<file path="src/rtl/get_bit.sv">
// MSB-first bit extractor: bytes in, 0..32-bit fields out one cycle after acceptance.
// Optional GET_BIT_LEADING_ZERO_EN adds a lz_count port for exp-Golomb/Rice decoding.
module get_bit #(
    parameter int BUF_BITS = 64
) (
    input  logic        clock,
    input  logic        reset_n,
    input  logic        in_valid,
    input  logic [7:0]  in_byte,
    output logic        in_ready,
    input  logic        req_valid,
    input  logic [5:0]  req_size,
    output logic        req_ready,
    input  logic        align,
    output logic        out_valid,
    output logic [31:0] out_val,
    output logic [6:0]  fill_level,
    output logic [31:0] bit_offset
`ifdef GET_BIT_LEADING_ZERO_EN
    ,
    output logic [5:0]  lz_count
`endif
);

    localparam logic [6:0] PUSH_MAX = 7'(BUF_BITS - 8);

    // Valid bits sit left-justified; everything below fill_q is kept zero.
    logic [BUF_BITS-1:0] buf_q, buf_d;
    logic [6:0]          fill_q, fill_d;
    logic [31:0]         offset_q, offset_d;
    logic                out_valid_q, out_valid_d;
    logic [31:0]         out_val_q, out_val_d;

    logic [5:0]  size_eff;
    logic [31:0] head;
    logic        push;
    logic        req_acc;
    logic [5:0]  consume;
    logic [6:0]  remain;

    assign size_eff  = (req_size > 6'd32) ? 6'd32 : req_size;
    assign head      = buf_q[BUF_BITS-1 -: 32];
    assign in_ready  = (fill_q <= PUSH_MAX);
    assign req_ready = ({1'b0, size_eff} <= fill_q) && !align;

    always_comb begin
        push    = in_valid && in_ready;
        req_acc = req_valid && req_ready;
        // Aligning drops exactly the bits left over from the current partial byte.
        if (align) begin
            consume = {3'b000, 3'(3'd0 - offset_q[2:0])};
        end else if (req_acc) begin
            consume = size_eff;
        end else begin
            consume = 6'd0;
        end
        remain = fill_q - {1'b0, consume};
        buf_d  = buf_q << consume;
        if (push) begin
            buf_d = buf_d | ({in_byte, {(BUF_BITS-8){1'b0}}} >> remain);
        end
        fill_d      = remain + (push ? 7'd8 : 7'd0);
        offset_d    = offset_q + {26'd0, consume};
        out_valid_d = req_acc;
        out_val_d   = req_acc ? (head >> (6'd32 - size_eff)) : 32'd0;
    end

    always_ff @(posedge clock) begin
        if (!reset_n) begin
            buf_q       <= '0;
            fill_q      <= 7'd0;
            offset_q    <= 32'd0;
            out_valid_q <= 1'b0;
            out_val_q   <= 32'd0;
        end else begin
            buf_q       <= buf_d;
            fill_q      <= fill_d;
            offset_q    <= offset_d;
            out_valid_q <= out_valid_d;
            out_val_q   <= out_val_d;
        end
    end

    assign out_valid  = out_valid_q;
    assign out_val    = out_val_q;
    assign fill_level = fill_q;
    assign bit_offset = offset_q;

`ifdef GET_BIT_LEADING_ZERO_EN
    logic [5:0] lz_raw;
    logic       lz_hit;

    // Zero padding below the valid bits is counted too, so clamp to fill_q.
    always_comb begin
        lz_raw = 6'd0;
        lz_hit = 1'b0;
        for (int i = 31; i >= 0; i--) begin
            if (!lz_hit) begin
                if (head[i]) begin
                    lz_hit = 1'b1;
                end else begin
                    lz_raw = lz_raw + 6'd1;
                end
            end
        end
        lz_count = ({1'b0, lz_raw} > fill_q) ? fill_q[5:0] : lz_raw;
    end
`endif

endmodule
</file>
<file path="config.mk">
export PLATFORM = sky130hd
export DESIGN_NAME = get_bit
export DESIGN_NICKNAME = d
export VERILOG_FILES = /design/src/rtl/get_bit.sv
export SDC_FILE = /design/constraint.sdc
export NUM_CORES = 1
export LEC_CHECK = 0
export CORE_MARGIN = 8
export CORE_UTILIZATION = 35
export CTS_CLUSTER_DIAMETER = 200
export DETAILED_ROUTE_END_ITERATION = 8
export GPL_TIMING_DRIVEN = 0
export PLACE_DENSITY = 0.59
export SKIP_CTS_REPAIR_TIMING = 1
export SLEW_MARGIN = 20
export SYNTH_ARGS = -nofsm -noshare
export SYNTH_HDL_FRONTEND = slang
export SYNTH_SLANG_ARGS = --single-unit
</file>
<file path="constraint.sdc">
create_clock -name clock -period 11.26 [get_ports clock]
set_clock_uncertainty 0.15 [all_clocks]
set_input_delay 1.126 -clock clock [delete_from_list [all_inputs] [get_ports clock]]
set_output_delay 1.126 -clock clock [all_outputs]
set_load 0.05 [all_outputs]
</file>
## Yosys cells after proc, flatten, opt, wreduce, memory -nomap -nowiden

Cells that the tools add are included.

| storage, ports and cells | value |
|---|---|
| flip-flop bits (word level) | 136 |
| input bits | 19 |
| output and inout bits | 74 |

| operators by class | value |
|---|---|
| $add $sub $neg | 5 |
| order comparisons | 3 |
| shift operators | 3 |
| muxes and demuxes | 5 |
| bitwise operators | 1 |
| reduce and logical (&&, ||, !) cells | 5 |

Operator list:

| kind | number |
|---|---|
| $mux 64 | 1 |
| $or 64x64->64 | 1 |
| $shl 64x6->64 | 1 |
| $shr 64x7->64 | 1 |
| $add 32x6->32 | 1 |
| $shr 32x6->32 | 1 |
| $mux 6 | 3 |
| $add 7x4->7 | 1 |
| $le 6x7->1 | 1 |
| $le 7x6->1 const B | 1 |
| $sub 7x6->7 | 1 |
| $gt 6x6->1 const B | 1 |
| $sub 6x6->6 const A | 1 |
| $mux 4 | 1 |
| $logic_and 1x1->1 | 3 |
| $sub 1x3->3 const A | 1 |
| $reduce_and 2->1 | 1 |
| $logic_not 1->1 | 1 |

## Depth between registers and ports, before layout

Gate-level depths: netlist (run 1).

| logic depth | value |
|---|---|
| word-level depth | 11 |
| depth in mapped cells | 24 |
| gate-level depth less buffers | 19 |

## Worst setup path before layout (run 1)

Ideal clock, no wire load.

| path | value |
|---|---|
| path kind | input port to flip-flop |
| start point | input port req_size[0] |
| end point | register buf_q[45] |
| data arrival time | 5.592 ns |
| required time | 10.990 ns |
| setup slack | 5.398 ns |
| stages on the path | 21 |
| buffers on the path | 4 |
| path through | nor2b_2 -> buf_6 -> inv_4 -> buf_1 -> ha_1 -> nand3_1 -> nor2_1 -> a31oi_2 -> nand2_1 -> inv_1 -> clkbuf_1 -> ha_1 -> o21a_1 -> or2_2 -> xnor2_1 -> clkbuf_1 -> nor2_1 -> a22oi_1 -> nor2_1 -> a221o_1 -> o31a_1 |

| on the way | value |
|---|---|
| word-level cells in the longest chain between the ends | 11 |
| elaborated cells between the ends (all ways) | 12 |

RTL lines:

| item | RTL line | source |
|---|---|---|
| start, declared | 12 | `input logic [5:0] req_size,` |
| $gt 6x6->1 | 41 | `assign size_eff = (req_size > 6'd32) ? 6'd32 : req_size;` |
| $mux 6 * | 41 |  |
| $le 6x7->1 | 44 | `assign req_ready = ({1'b0, size_eff} <= fill_q) && !align;` |
| $logic_and 1x1->1 | 44 |  |
| $logic_and 1x1->1 | 48 | `req_acc = req_valid && req_ready;` |
| $mux 6 * | 52 | `end else if (req_acc) begin` |
| $mux 6 * | 50 | `if (align) begin` |
| $sub 7x6->7 | 57 | `remain = fill_q - {1'b0, consume};` |
| $shr 64x7->64 | 60 | `buf_d = buf_d \| ({in_byte, {(BUF_BITS-8){1'b0}}} >> remain);` |
| $or 64x64->64 | 60 |  |
| $mux 64 * | 59 | `if (push) begin` |
| end signal, assigned | 76 | `buf_q <= buf_d;` |
| end, declared | 28 | `logic [BUF_BITS-1:0] buf_q, buf_d;` |

Every way passes the cells marked *; elsewhere a longest branch is shown, timed or not.
A chain may end at the register's enable or synchronous reset.

## Worst setup path in the final report (run 1)

| path | value |
|---|---|
| start point | input port req_size[5] |
| end point | register buf_q[16] |

The elaborated chain is that of the path after synthesis.

==> impl_metrics.ini, run 1 <==
[timing]
slew_viol_final = 0
slew-limit-headroom = 0.237
fmax_ghz = 0.123
grt_setup_unrepaired = no
setup-tns-final_ns = 0
setup_viol = 0
worst_slew_pin_slew_ns = 1.14
final-hold-violation-count = 0
finalCritPeriodShare = 0.723
min_period_ns = 8.14

[setup_path]
path_common_cell = nor2_1
path_delay_family = buffers and inverters
crit_required_ns = 11.42
max_stage_delay_ns = 0.75
arrival_ns = 8.30
crit_chain = clkdlybuf4s50_1 -> nor2b_2 -> buf_6 -> inv_4 -> buf_1 -> ha_1 -> nand3b_1 -> a21oi_4 -> o31a_1 -> nor2_1 -> inv_1 -> buf_2 -> buf_2 -> buf_1 -> ha_1 -> o21ai_0 -> a211oi_1 -> clkbuf_1 -> nor2_1 -> nand2_1 -> o22ai_1 -> a21oi_1 -> nor2_1
cp.depth = 23
critPathKind = in -> reg
reg2reg_depth = 19
cp-start-kind = primary input
slowest_stage = a211oi_1
crit_fanout = 11
path_buf_inv = 9
end_kind = flop

[cts]
cts_sinks = 136
cts_made_buffers = 17
worstSkewPairLatency_ns = 0.46
clk_path_buf_depth = 2
cts_tree = built
htreeDepth = 4
clk_pin_slew_worst_paths_ns = 0.07
cts_root_buffer = clkbuf_16

[power_and_ir_drop]
power_density_mw_per_mm2 = 304
p_leak_uw = 0.00465
ir_drop_uv = 195

[global_route]
antenna_found_initial = 1
grt_max_degree = 17
grt_pass1_wl_mm = 76.9
grt_use_total = 0.283
overflow = 0
grt_pass1_vias = 11543

[synthesis]
synth_area_per_cell_sq_um = 7.73
yosysTopAreaCell = dfxtp_1
syn_inst = 1385
synth.area.top_cells = dfxtp_1 25%, mux2i_1 14%, nand2_1 6.2%
yosys_warnings = 0
synth_edf_count = 0
synth_common_cells = 177 x nand2_1, 162 x nor2_1, 150 x mux2i_1, 136 x dfxtp_1, 88 x a21oi_1
synth_top_area_share = 0.254
synthDistinctLibCells = 80
async_flop_share = 0
syn-cell-area_sq_mm = 0.0107
yosysMostFrequentCell = nand2_1
synth_ff_type = dfxtp_1
synth-seq-cells = 136
yosysSeqAreaShare = 0.254
syn_nets = 1428

[min_path]
hold_path_class = reg -> reg
hold_depth = 2

[routing]
drt_iter0_markers = 1351
wl_met2_mm = 23.1
drtPass1Iterations = 6
wl_mm = 52.7
drc = 0
met3WireLength_mm = 5.32
routedWlPerCell_um = 27.6
wl_met1_mm = 21.4
highest_layer = met5
viasPerCell = 6.29
ant_nets = 0
via_count = 11979

[layout]
finish.utilization = 0.419
regArea_sq_mm = 0.00272
final_nets = 1539
fillers = 3167
drive_gt1_frac = 0.0789
num_antenna_cells = 0
multi_input_area_sq_mm = 0.00740
area_growth_pct = 18.6

[floorplanning]
io_pins = 93
die_area_sq_mm = 0.0364
core_area_sq_mm = 0.0303
die_h_um = 191
initial_core_util = 0.353
num_rows = 64
die_width_um = 191

[placement]
place.gp.congestion = 1.03
portBuffers = 92
hpwl_mm = 41.3

[status]
outcome = complete, no violations

[run]
drv_cap = 0
==> worst paths after layout <==
| path | from | end | slack [ns] |
|---|---|---|---|
| worst max-delay path | req_size[5] | buf_q[16] | 3.12 |
| worst min-delay path | bit_offset[18] | bit_offset[18] | 0.35 |
| worst max register to register | fill_level[5] | buf_q[16] | 4.76 |
| worst min register to register | bit_offset[18] | bit_offset[18] | 0.35 |
==> state kept, by name, indices dropped and copies added, names as in the netlist <==
signal	flops
buf_q	64
bit_offset	32
out_val	32
fill_level	7
out_valid	1
==> tightest hold or removal path: cells and delay by family (launching register included) <==
kind,cells,cell delay (ns)
AOI/OAI and AO/OA,2,0.13
DFF,1,0.33
==> cell usage in the layout (no fill, tap or decap), drive strengths merged, types with 5 or more instances in the layout <==
cell type and n:
clkdlybuf4s50 92, o2bb2ai 5, inv 37, xnor2 22
dfxtp 136, o211ai 21, xor2 16, nor2 164
o31a 7, o22ai 36, o22a 9, o21a 6
a22o 12, ha 22, or3 11, a31oi 26
and3 9, mux2 24, buf 46, o31ai 6
and2 14, nor2b 15, clkbuf 68, a21o 5
a221oi 9, or2 5, a211oi 21, a22oi 80
nor3 23, nand2 179, nand3 41, a21oi 91
o21ai 41, mux2i 150
==> layout make-up <==
cell class | count | share of cell area
Clock inverter | 13 | 0.0106
Buffer | 95 | 0.0359
Inverter | 31 | 0.00985
Tap cell | 396 | 0.0390
Timing Repair Buffer | 92 | 0.0725
Multi-Input combinational cell | 1123 | 0.583
Clock buffer | 19 | 0.0349
Sequential cell | 136 | 0.214
==> cell families after synthesis <==
| kind of cell | synth area share |
|---|---|
| buffers and inverters | 0.0542 |
| flip-flops | 0.254 |
| XOR/XNOR | 0.0311 |
| multiplexers | 0.165 |
| AND/OR/NAND/NOR | 0.196 |
| AO/OA/AOI/OAI | 0.269 |
| adder cells (fa/ha/maj) | 0.0294 |
==> per-stage QoR <==
stage	hold WS, ns	instances	setup slack, ns	power, uW	area [sq um]
floorplan	0.337	1385	5.40	2290	10700
global placement	0.335	1873	2.86	3180	12100
detailed placement	0.347	1873	2.93	3170	12100
CTS	0.357	1905	3.35	3750	12700
global route	0.421	1905	2.89	4000	12700
finish	0.352	1905	3.12	3860	12700
==> power by group <==
group	switching [uW]	internal [uW]
logic	1800	784
clock network	259	317
registers	119	583
total	2180	1680
==> routing by layer <==
layer | track usage | vias up
met1 | 0.354 | 5760
met3 | 0.0766 | 171
met5 | 0 | -
li1 | - | 5311
met2 | 0.436 | 735
met4 | 0.150 | 2
No activity file was read; power rests on OpenSTA's default activity.
==> inputs of run 2 (changes only) <==
Clock period 11.26 ns to 8.5 ns, I/O delays scaled along.
==> results of run 2 <==
The final DEF is identical to that of run 1. Status: complete, no violations.
Among the figures that moved: setup slack after placement 2.93 ns -> 0.450 ns; setup slack after layout 3.12 ns -> 0.635 ns; register-to-register setup slack 4.76 ns -> 2.00 ns; total power 3860 uW -> 5120 uW; worst IR drop on VDD 195 uV -> 258 uV
